<file path="src/rtl/div_pkg.sv">
// Shared encodings and default sizing for the programmable clock divider.
// The FSM state encoding is fixed so debug tools can decode dbgState directly.
package div_pkg;

  typedef enum logic [1:0] {
    IDLE = 2'd0,
    RUN  = 2'd1,
    DONE = 2'd2
  } state_e;

  localparam int DEF_CNT_W   = 26;
  localparam int DEF_TICKS_W = 16;
  localparam int DEF_DIV     = 50_000_000;

endpackage

</file>
<file path="src/rtl/div_ctrl_if.sv">
// Control, config and tick bus between the register logic and div_ctrl.
// Config handshake: a word moves on any rising edge where iCfgValid && oCfgReady;
// the master holds iCfgValid and the data stable until that edge, and ready never
// depends on valid.
interface div_ctrl_if
  import div_pkg::*;
#(
  parameter int CNT_W   = DEF_CNT_W,
  parameter int TICKS_W = DEF_TICKS_W
);
  logic               iCfgValid;
  logic               oCfgReady;
  logic [CNT_W-1:0]   iCfgDiv;
  logic [TICKS_W-1:0] iCfgCount;
  logic               iStart;
  logic               iStop;
  logic               oTick;
  logic               oBusy;
  logic               oDone;
  logic [TICKS_W-1:0] oTickCnt;
  state_e             dbgState;

  modport slave (
    input  iCfgValid, iCfgDiv, iCfgCount, iStart, iStop,
    output oCfgReady, oTick, oBusy, oDone, oTickCnt, dbgState
  );

  modport master (
    output iCfgValid, iCfgDiv, iCfgCount, iStart, iStop,
    input  oCfgReady, oTick, oBusy, oDone, oTickCnt, dbgState
  );
endinterface

</file>
<file path="src/rtl/div_core.sv">
// Programmable counter/compare: counts 0..iDiv while enabled and flags the
// terminal count as a tick. iClr discards any partial period.
module div_core #(
  parameter int CNT_W = 26
) (
  input  logic             iClk,
  input  logic             iRst,
  input  logic             iEn,
  input  logic             iClr,
  input  logic [CNT_W-1:0] iDiv,
  output logic             oTick
);

  logic [CNT_W-1:0] cnt;

  assign oTick = iEn && (cnt == iDiv);

  always_ff @(posedge iClk or posedge iRst) begin
    if (iRst) begin
      cnt <= '0;
    end else if (iClr) begin
      cnt <= '0;
    end else if (iEn) begin
      cnt <= oTick ? '0 : cnt + CNT_W'(1);
    end
  end

endmodule

</file>
<file path="src/rtl/div_ctrl.sv">
// Run-control for the clock divider: config latch, IDLE/RUN/DONE FSM,
// one-shot tick budget and the ticks-since-start counter.
module div_ctrl
  import div_pkg::*;
#(
  parameter int CNT_W       = DEF_CNT_W,
  parameter int TICKS_W     = DEF_TICKS_W,
  parameter int DEFAULT_DIV = DEF_DIV
) (
  input  logic       iClk,
  input  logic       iRst,
  div_ctrl_if.slave  bus
);

  state_e             state;
  state_e             nextState;
  logic [CNT_W-1:0]   divReg;
  logic [TICKS_W-1:0] budget;
  logic [TICKS_W-1:0] tickCnt;
  logic               coreTick;
  logic               coreEn;
  logic               coreClr;
  logic               lastTick;
  logic               cfgReady;
  logic               startRun;

  assign coreEn   = (state == RUN);
  assign cfgReady = (state != RUN);
  // Budget 0 means continuous; the compare wraps with the counter width.
  assign lastTick = coreTick && (budget != '0) && ((tickCnt + TICKS_W'(1)) == budget);
  assign startRun = (state != RUN) && (nextState == RUN);

  always_comb begin
    nextState = state;
    case (state)
      IDLE, DONE: begin
        if (bus.iStop)       nextState = IDLE;
        else if (bus.iStart) nextState = RUN;
      end
      RUN: begin
        if (bus.iStop)       nextState = IDLE;
        else if (lastTick)   nextState = DONE;
      end
      default:               nextState = IDLE;
    endcase
  end

  always_ff @(posedge iClk or posedge iRst) begin
    if (iRst) state <= IDLE;
    else      state <= nextState;
  end

  // Leaving RUN or sitting outside it keeps the divider at the start of a period.
  assign coreClr = (state != RUN) || (nextState != RUN);

  div_core #(.CNT_W(CNT_W)) u_core (
    .iClk (iClk),
    .iRst (iRst),
    .iEn  (coreEn),
    .iClr (coreClr),
    .iDiv (divReg),
    .oTick(coreTick)
  );

  always_ff @(posedge iClk or posedge iRst) begin
    if (iRst) begin
      divReg <= CNT_W'(DEFAULT_DIV);
      budget <= '0;
    end else if (bus.iCfgValid && cfgReady) begin
      divReg <= bus.iCfgDiv;
      budget <= bus.iCfgCount;
    end
  end

  always_ff @(posedge iClk or posedge iRst) begin
    if (iRst)          tickCnt <= '0;
    else if (startRun) tickCnt <= '0;
    else if (coreTick) tickCnt <= tickCnt + TICKS_W'(1);
  end

  assign bus.oCfgReady = cfgReady;
  assign bus.oTick     = coreTick;
  assign bus.oBusy     = (state == RUN);
  assign bus.oDone     = (state == DONE);
  assign bus.oTickCnt  = tickCnt;
  assign bus.dbgState  = state;

endmodule

</file>
<file path="src/flat_wrapper.sv">
// flat-port wrapper written by rule: the top's interface ports become plain ports
module div_ctrl_flat import div_pkg::*;
#(
  parameter int CNT_W       = DEF_CNT_W,
  parameter int TICKS_W     = DEF_TICKS_W,
  parameter int DEFAULT_DIV = DEF_DIV
)
  (iClk, iRst, bus_iCfgValid, bus_iCfgDiv, bus_iCfgCount, bus_iStart, bus_iStop, bus_oCfgReady, bus_oTick, bus_oBusy, bus_oDone, bus_oTickCnt, bus_dbgState);
  div_ctrl_if #(.CNT_W(CNT_W), .TICKS_W(TICKS_W)) bus_i ();
  input  logic iClk;
  input  logic iRst;
  input wire logic [$bits(bus_i.iCfgValid)-1:0] bus_iCfgValid;
  input wire logic [$bits(bus_i.iCfgDiv)-1:0] bus_iCfgDiv;
  input wire logic [$bits(bus_i.iCfgCount)-1:0] bus_iCfgCount;
  input wire logic [$bits(bus_i.iStart)-1:0] bus_iStart;
  input wire logic [$bits(bus_i.iStop)-1:0] bus_iStop;
  output wire logic [$bits(bus_i.oCfgReady)-1:0] bus_oCfgReady;
  output wire logic [$bits(bus_i.oTick)-1:0] bus_oTick;
  output wire logic [$bits(bus_i.oBusy)-1:0] bus_oBusy;
  output wire logic [$bits(bus_i.oDone)-1:0] bus_oDone;
  output wire logic [$bits(bus_i.oTickCnt)-1:0] bus_oTickCnt;
  output wire logic [$bits(bus_i.dbgState)-1:0] bus_dbgState;
  assign bus_i.iCfgValid = bus_iCfgValid;
  assign bus_i.iCfgDiv = bus_iCfgDiv;
  assign bus_i.iCfgCount = bus_iCfgCount;
  assign bus_i.iStart = bus_iStart;
  assign bus_i.iStop = bus_iStop;
  assign bus_oCfgReady = bus_i.oCfgReady;
  assign bus_oTick = bus_i.oTick;
  assign bus_oBusy = bus_i.oBusy;
  assign bus_oDone = bus_i.oDone;
  assign bus_oTickCnt = bus_i.oTickCnt;
  assign bus_dbgState = bus_i.dbgState;
  div_ctrl #(.CNT_W(CNT_W), .TICKS_W(TICKS_W), .DEFAULT_DIV(DEFAULT_DIV)) u_core (.iClk(iClk), .iRst(iRst), .bus(bus_i));
endmodule
</file>
<file path="config.mk">
export PLATFORM = sky130hd
export DESIGN_NAME = div_ctrl_flat
export DESIGN_NICKNAME = d
export VERILOG_FILES = /design/src/rtl/div_pkg.sv /design/src/rtl/div_ctrl_if.sv /design/src/rtl/div_core.sv /design/src/rtl/div_ctrl.sv /design/src/flat_wrapper.sv
export SDC_FILE = /design/constraint.sdc
export NUM_CORES = 1
export LEC_CHECK = 0
export CAP_MARGIN = 0
export CORE_AREA = 2 2 110 112
export CTS_CLUSTER_SIZE = 40
export DETAILED_ROUTE_END_ITERATION = 10
export DIE_AREA = 0 0 112 114
export DONT_BUFFER_PORTS = 1
export PLACE_DENSITY_LB_ADDON = 0.15
export SLEW_MARGIN = 30
export SYNTH_ARGS = -nofsm -noshare
export SYNTH_HDL_FRONTEND = slang
export SYNTH_SLANG_ARGS = --single-unit
</file>
<file path="constraint.sdc">
create_clock -name iClk -period 4.3 [get_ports iClk]
set_input_delay 0.86 -clock iClk [delete_from_list [all_inputs] [get_ports iClk]]
set_output_delay 0.86 -clock iClk [all_outputs]
set_load 0.02 [all_outputs]
</file>
Word level (Yosys, flattened, before mapping):

Cells that the tools add are included.

* muxes and demuxes: 10
* add/subtract/negate cells: 2
* equality and inequality tests: 7
* reductions and logical operators: 11

Operator list (count)
* $mux 26: 3
* $mux 16: 2
* $add 26x1->26 const B: 1
* $eq 26x26->1: 1
* $add 16x1->16 const B: 1
* $eq 16x16->1: 1
* $reduce_bool 16->1: 1
* $mux 2: 4
* $logic_and 1x1->1: 5
* $eq 2x1->1 const B: 2
* $ne 2x1->1 const B: 2
* $pmux 2 s2: 1
* $reduce_bool 2->1: 2
* $eq 2x2->1 const B: 1
* $logic_not 2->1: 1
* $reduce_or 2->1: 1
* $logic_or 1x1->1: 1

* output and inout port bits: 22
* register bits: 86
* bits of input ports: 47
* word-level logic and storage cells: 35

Logic depth before layout (Yosys ltp):

* depth in word-level cells: 10
* mapped depth: 9
* depth with buffers taken out: 8

Cells and area by module:

From an unflattened synthesis, not the netlist that was laid out.

* cells, all modules: 455
* area total of the unflattened synthesis: 4853.4 um2

Modules (own cells, without submodules)
* div_ctrl: area an instance 3064.2 um2, instances 1, cells an instance 252
* div_core: area an instance 1789.2 um2, instances 1, cells an instance 203

Least setup slack after synthesis:

No wires, ideal clock.

* path type: reg2reg
* from: register u_core.state[1] (netlist: u_core.bus.dbgState[1])
* to: register u_core.state[0] (netlist: u_core.bus.dbgState[0])
* required time: 4.181 ns
* arrival time: 2.442 ns
* slack: 1.739 ns
* library setup time: 0.119 ns
* stages on the path, launching flop included: 9
* cells stage by stage: dfrtp_1 -> nand2b_1 -> clkbuf_1 -> nor4_1 -> nand2_1 -> nor4_4 -> o2111ai_1 -> or4_1 -> and2_1

* longest elaborated chain between the ends: 7
* elaborated cells on any way between the ends: 10
* those cells by class: eq/ne: 2; mux: 3; reduce/logical: 5

RTL lines
* start: declaration: line div_ctrl.sv:15 `state_e state;`
* start signal: assignment: line div_ctrl.sv:50 `else state <= nextState;`
* $eq 2x1->1: line div_ctrl.sv:27 `assign coreEn = (state == RUN);`
* $logic_and 1x1->1: line div_core.sv:16 `assign oTick = iEn && (cnt == iDiv);`
* named net bus_oTick: line flat_wrapper.sv:18 `output wire logic [$bits(bus_i.oTick)-1:0] bus_oTick;`
* $logic_and 1x1->1 (2 in series): line div_ctrl.sv:30 `assign lastTick = coreTick && (budget != '0) && ((tickCnt + TICKS_W'(1)) == budget);`
* $mux 2: line div_ctrl.sv:42 `else if (lastTick) nextState = DONE;`
* $mux 2: line div_ctrl.sv:41 `if (bus.iStop) nextState = IDLE;`
* $pmux 2 s2: line div_ctrl.sv:35 `case (state)`
* named net u_core.nextState[0]: line div_ctrl.sv:16 `state_e nextState;`

The timed path passes the listed nets, and every way through them passes these cells.
A chain may end at the register's enable or synchronous reset.

Final worst setup path:

* from: register u_core.state[1] (netlist: u_core.bus.dbgState[1])
* to: output bus_oTick

* longest elaborated chain between the ends: 2

RTL lines (line)
* $eq 2x1->1: div_ctrl.sv:27
* $logic_and 1x1->1: div_core.sv:16
* end: declaration: flat_wrapper.sv:18

No other way between the ends.

==> results.toml <==
[floorplan]
dieHeight_um = 114
core_sq_um = 11700
die_w_um = 112
pin_count = 69
initial_core_util = 0.391
fp-row-count = 40
die_area_sq_um = 12800

[layout]
nets = 484
area_delta_synth_final_pct = 8.94
finalCoreUtilization = 0.426
design_area_sq_um = 4980
fillCellCount = 1171
drive_gt1_frac = 0.180
register_area_sq_um = 2170
antenna_cells = 0
multiInputGateArea_sq_um = 2300

[synthesis]
synth_edf_count = 0
yosys.area.top_type_share = 0.405
ys.flop_type = "dfrtp_1"
synth_seq_cells = 86
ys_types = 43
synthArstFlopShare = 1.00
syn_area_sq_um = 4580
ys_top_cells_by_area = "dfrtp_1, xor2_1, mux2_2, dfstp_2, nor2_1"
avgSynthCellArea_sq_um = 10.4
synth_area_leader_cell = "dfrtp_1"
syn-num-nets = 490
synthCells = 441
ys_seq_area_frac = 0.474
ys_warn_count = 0

[setup_path]
crit_required_ns = 3.44
critPathKind = "flop to output port"
worstPathArrival_ns = 2.22
r2r_start = "u_core.bus.dbgState[1]"
crit_path_end_kind = "output port"
startpoint = "u_core.bus.dbgState[1]"
worstPathMaxFanout = 7
cp-start-kind = "flop"

[pwr]
p_per_area_nw_per_um2 = 379
p_sw_uw = 474
combPwrFrac = 0.116
seqPwrFrac = 0.501
pwr-share-clk = 0.383
swShare = 0.251
ir_worst_vdd_mv = 0.214
total_power_mw = 1.89
p_int_mw = 1.41
leakage_nw = 2.04

[min_path]
hold_path.class = "input port to asynchronous set/reset pin"

[clock_tree]
clock_tree.root_cell = "clkbuf_16"
cts_tree = "built"
cts_sinks = 86
cts_hold_buf = 0
cts_buffer_depth = 2
h-tree-depth = 3
clkLatencyLatePin_ns = 0.34
postCtsSetupBuffers = 0
post_cts_resized = 0
cts_buffers = 9
path_clk_slew_ns = 0.06

[global_routing]
antenna_found_initial = 0
track_usage = 0.170
grt_first_pass_wirelength_um = 16700
grt_pass1_vias = 3125
grt-ovfl-total = 0
grt_start_max_net_pins = 61

[outcome]
status = "finished clean"

[place]
hpwl_um = 7410
port_buffers = 0
dpl_cell_area_sq_um = 4710
place_congestion = 0.826

[drt]
antenna_left = 0
viasPerCell = 5.36
wl_met2_um = 5150
drt_iter0_markers = 142
post_drt_wl_per_cell_um = 17.3
wl_met1_um = 4330
vias = 3149
wl_met3_um = 534
highest_layer = "met4"
dr.pass1.iters = 4
wl_um = 10200
drc = 0

[timing]
hold_viol_final = 0
slew_violations = 0
worst_pin_slew_ns = 0.929
setup_viol = 0
fmax_ghz = 0.325
min_period_over_period = 0.716
period_needed_ns = 3.08
rsz0062_at_grt = "no"
fin_tns_setup_ns = 0
max-slew-margin-rel = 0.381
finalClockSkew_ns = 0.00590

[flow_run]
cap_violations = 0
## metrics by stage
stage / instances / hold WS [ns] / setup WS [ns]
after CTS: 587 / 0.441 / 1.20
after global routing: 587 / 0.459 / 1.06
after detailed placement: 571 / 0.525 / 1.29
after global placement: 571 / 0.517 / 1.36
after floorplan: 441 / 0.490 / 1.24
final: 587 / 0.422 / 1.22
## kinds of logic (layout without fill, tap and decap cells)
kind of cell,Yosys count,count (layout),synth area share
xor gates and xnor gates,85,85,0.164
and+or+nand+nor,176,176,0.194
buffers and inverters,29,28,0.0252
DFF,86,86,0.474
AOI/OAI and AO/OA,18,18,0.0271
muxes,45,45,0.110
adders and majority gates,2,2,0.00547
## per-layer routing
layer | track usage | up-vias
met2 | 0.290 | 70
met4 | 0.0642 | 0
met3 | 0.0478 | 12
met5 | 0 | -
li1 | - | 1507
met1 | 0.206 | 1560
## cell usage after synthesis (all sizes together), types with 3 or more instances
| cell | instances |
|---|---|
| nand3 | 20 |
| nor2b | 3 |
| dfstp | 12 |
| clkbuf | 10 |
| nor4 | 15 |
| nor3 | 8 |
| nand2 | 23 |
| nand4 | 17 |
| nor2 | 64 |
| nand4b | 3 |
| xor2 | 60 |
| mux2i | 3 |
| inv | 10 |
| xnor2 | 25 |
| a21oi | 3 |
| mux2 | 42 |
| buf | 9 |
| and3 | 6 |
| dfrtp | 74 |
| nand2b | 4 |
| o21ai | 6 |
## layout by cell type (no fill, tap or decap), drive strengths merged, types with 2 or more instances in the layout
cell,instances
nand4b,3
o21ai,6
mux2,42
and4,2
nand2,23
and2,2
a211oi,2
xnor2,25
xor2,60
nor2b,3
nand2b,4
or4,2
nor4,15
dfrtp,74
nand3,20
nor2,64
nor3,8
dfstp,12
ha,2
and3,6
nand4,17
or2,2
buf,2
inv,9
a21oi,3
or3,2
clkinv,2
mux2i,3
clkbuf,15
## power by group through the flow
stage          registers, mW  clock network [mW]  logic [mW]
2_1_floorplan          0.939                   0       0.182
3_3_place_gp           0.961                   0       0.220
3_5_place_dp           0.962                   0       0.222
4_1_cts                0.947               0.745       0.223
5_1_grt                0.955               0.781       0.245
6_report               0.946               0.723       0.219
## sequential cells by signal, summed over array words and instances (netlist names)
| signal | cells |
|---|---|
| u_core.bus.dbgState | 2 |
| u_core.budget | 16 |
| u_core.bus.oTickCnt | 16 |
| u_core.u_core.cnt | 26 |
| u_core.divReg | 26 |
## worst max-delay path, stage by stage, from the launching register on
cell      delay (ns)
dfrtp_1         0.46
nand2b_1        0.43
nor4_1          0.38
nand2_1         0.13
nor4_4          0.48
## layout make-up
class | count | share of cell area
Multi-Input combinational cell | 326 | 0.462
Sequential cell | 86 | 0.435
Clock buffer | 15 | 0.0537
Tap cell | 147 | 0.0369
Inverter | 10 | 0.00853
Timing Repair Buffer | 2 | 0.00301
Clock inverter | 1 | 0.00100
## path summary, 6_finish.rpt
kind,to,slack [ns],depth (start not counted)
worst max-delay path,bus_oTick,1.22,4
worst min-delay path,u_core.divReg[24],0.42,1
worst max register to register,u_core.bus.dbgState[0],1.30,7
worst min register to register,u_core.divReg[5],0.53,1
max in group asynchronous,u_core.divReg[23],3.09,2
min in group iClk,u_core.divReg[5],0.53,1
Note: power is estimated with default switching activity, not from simulation.
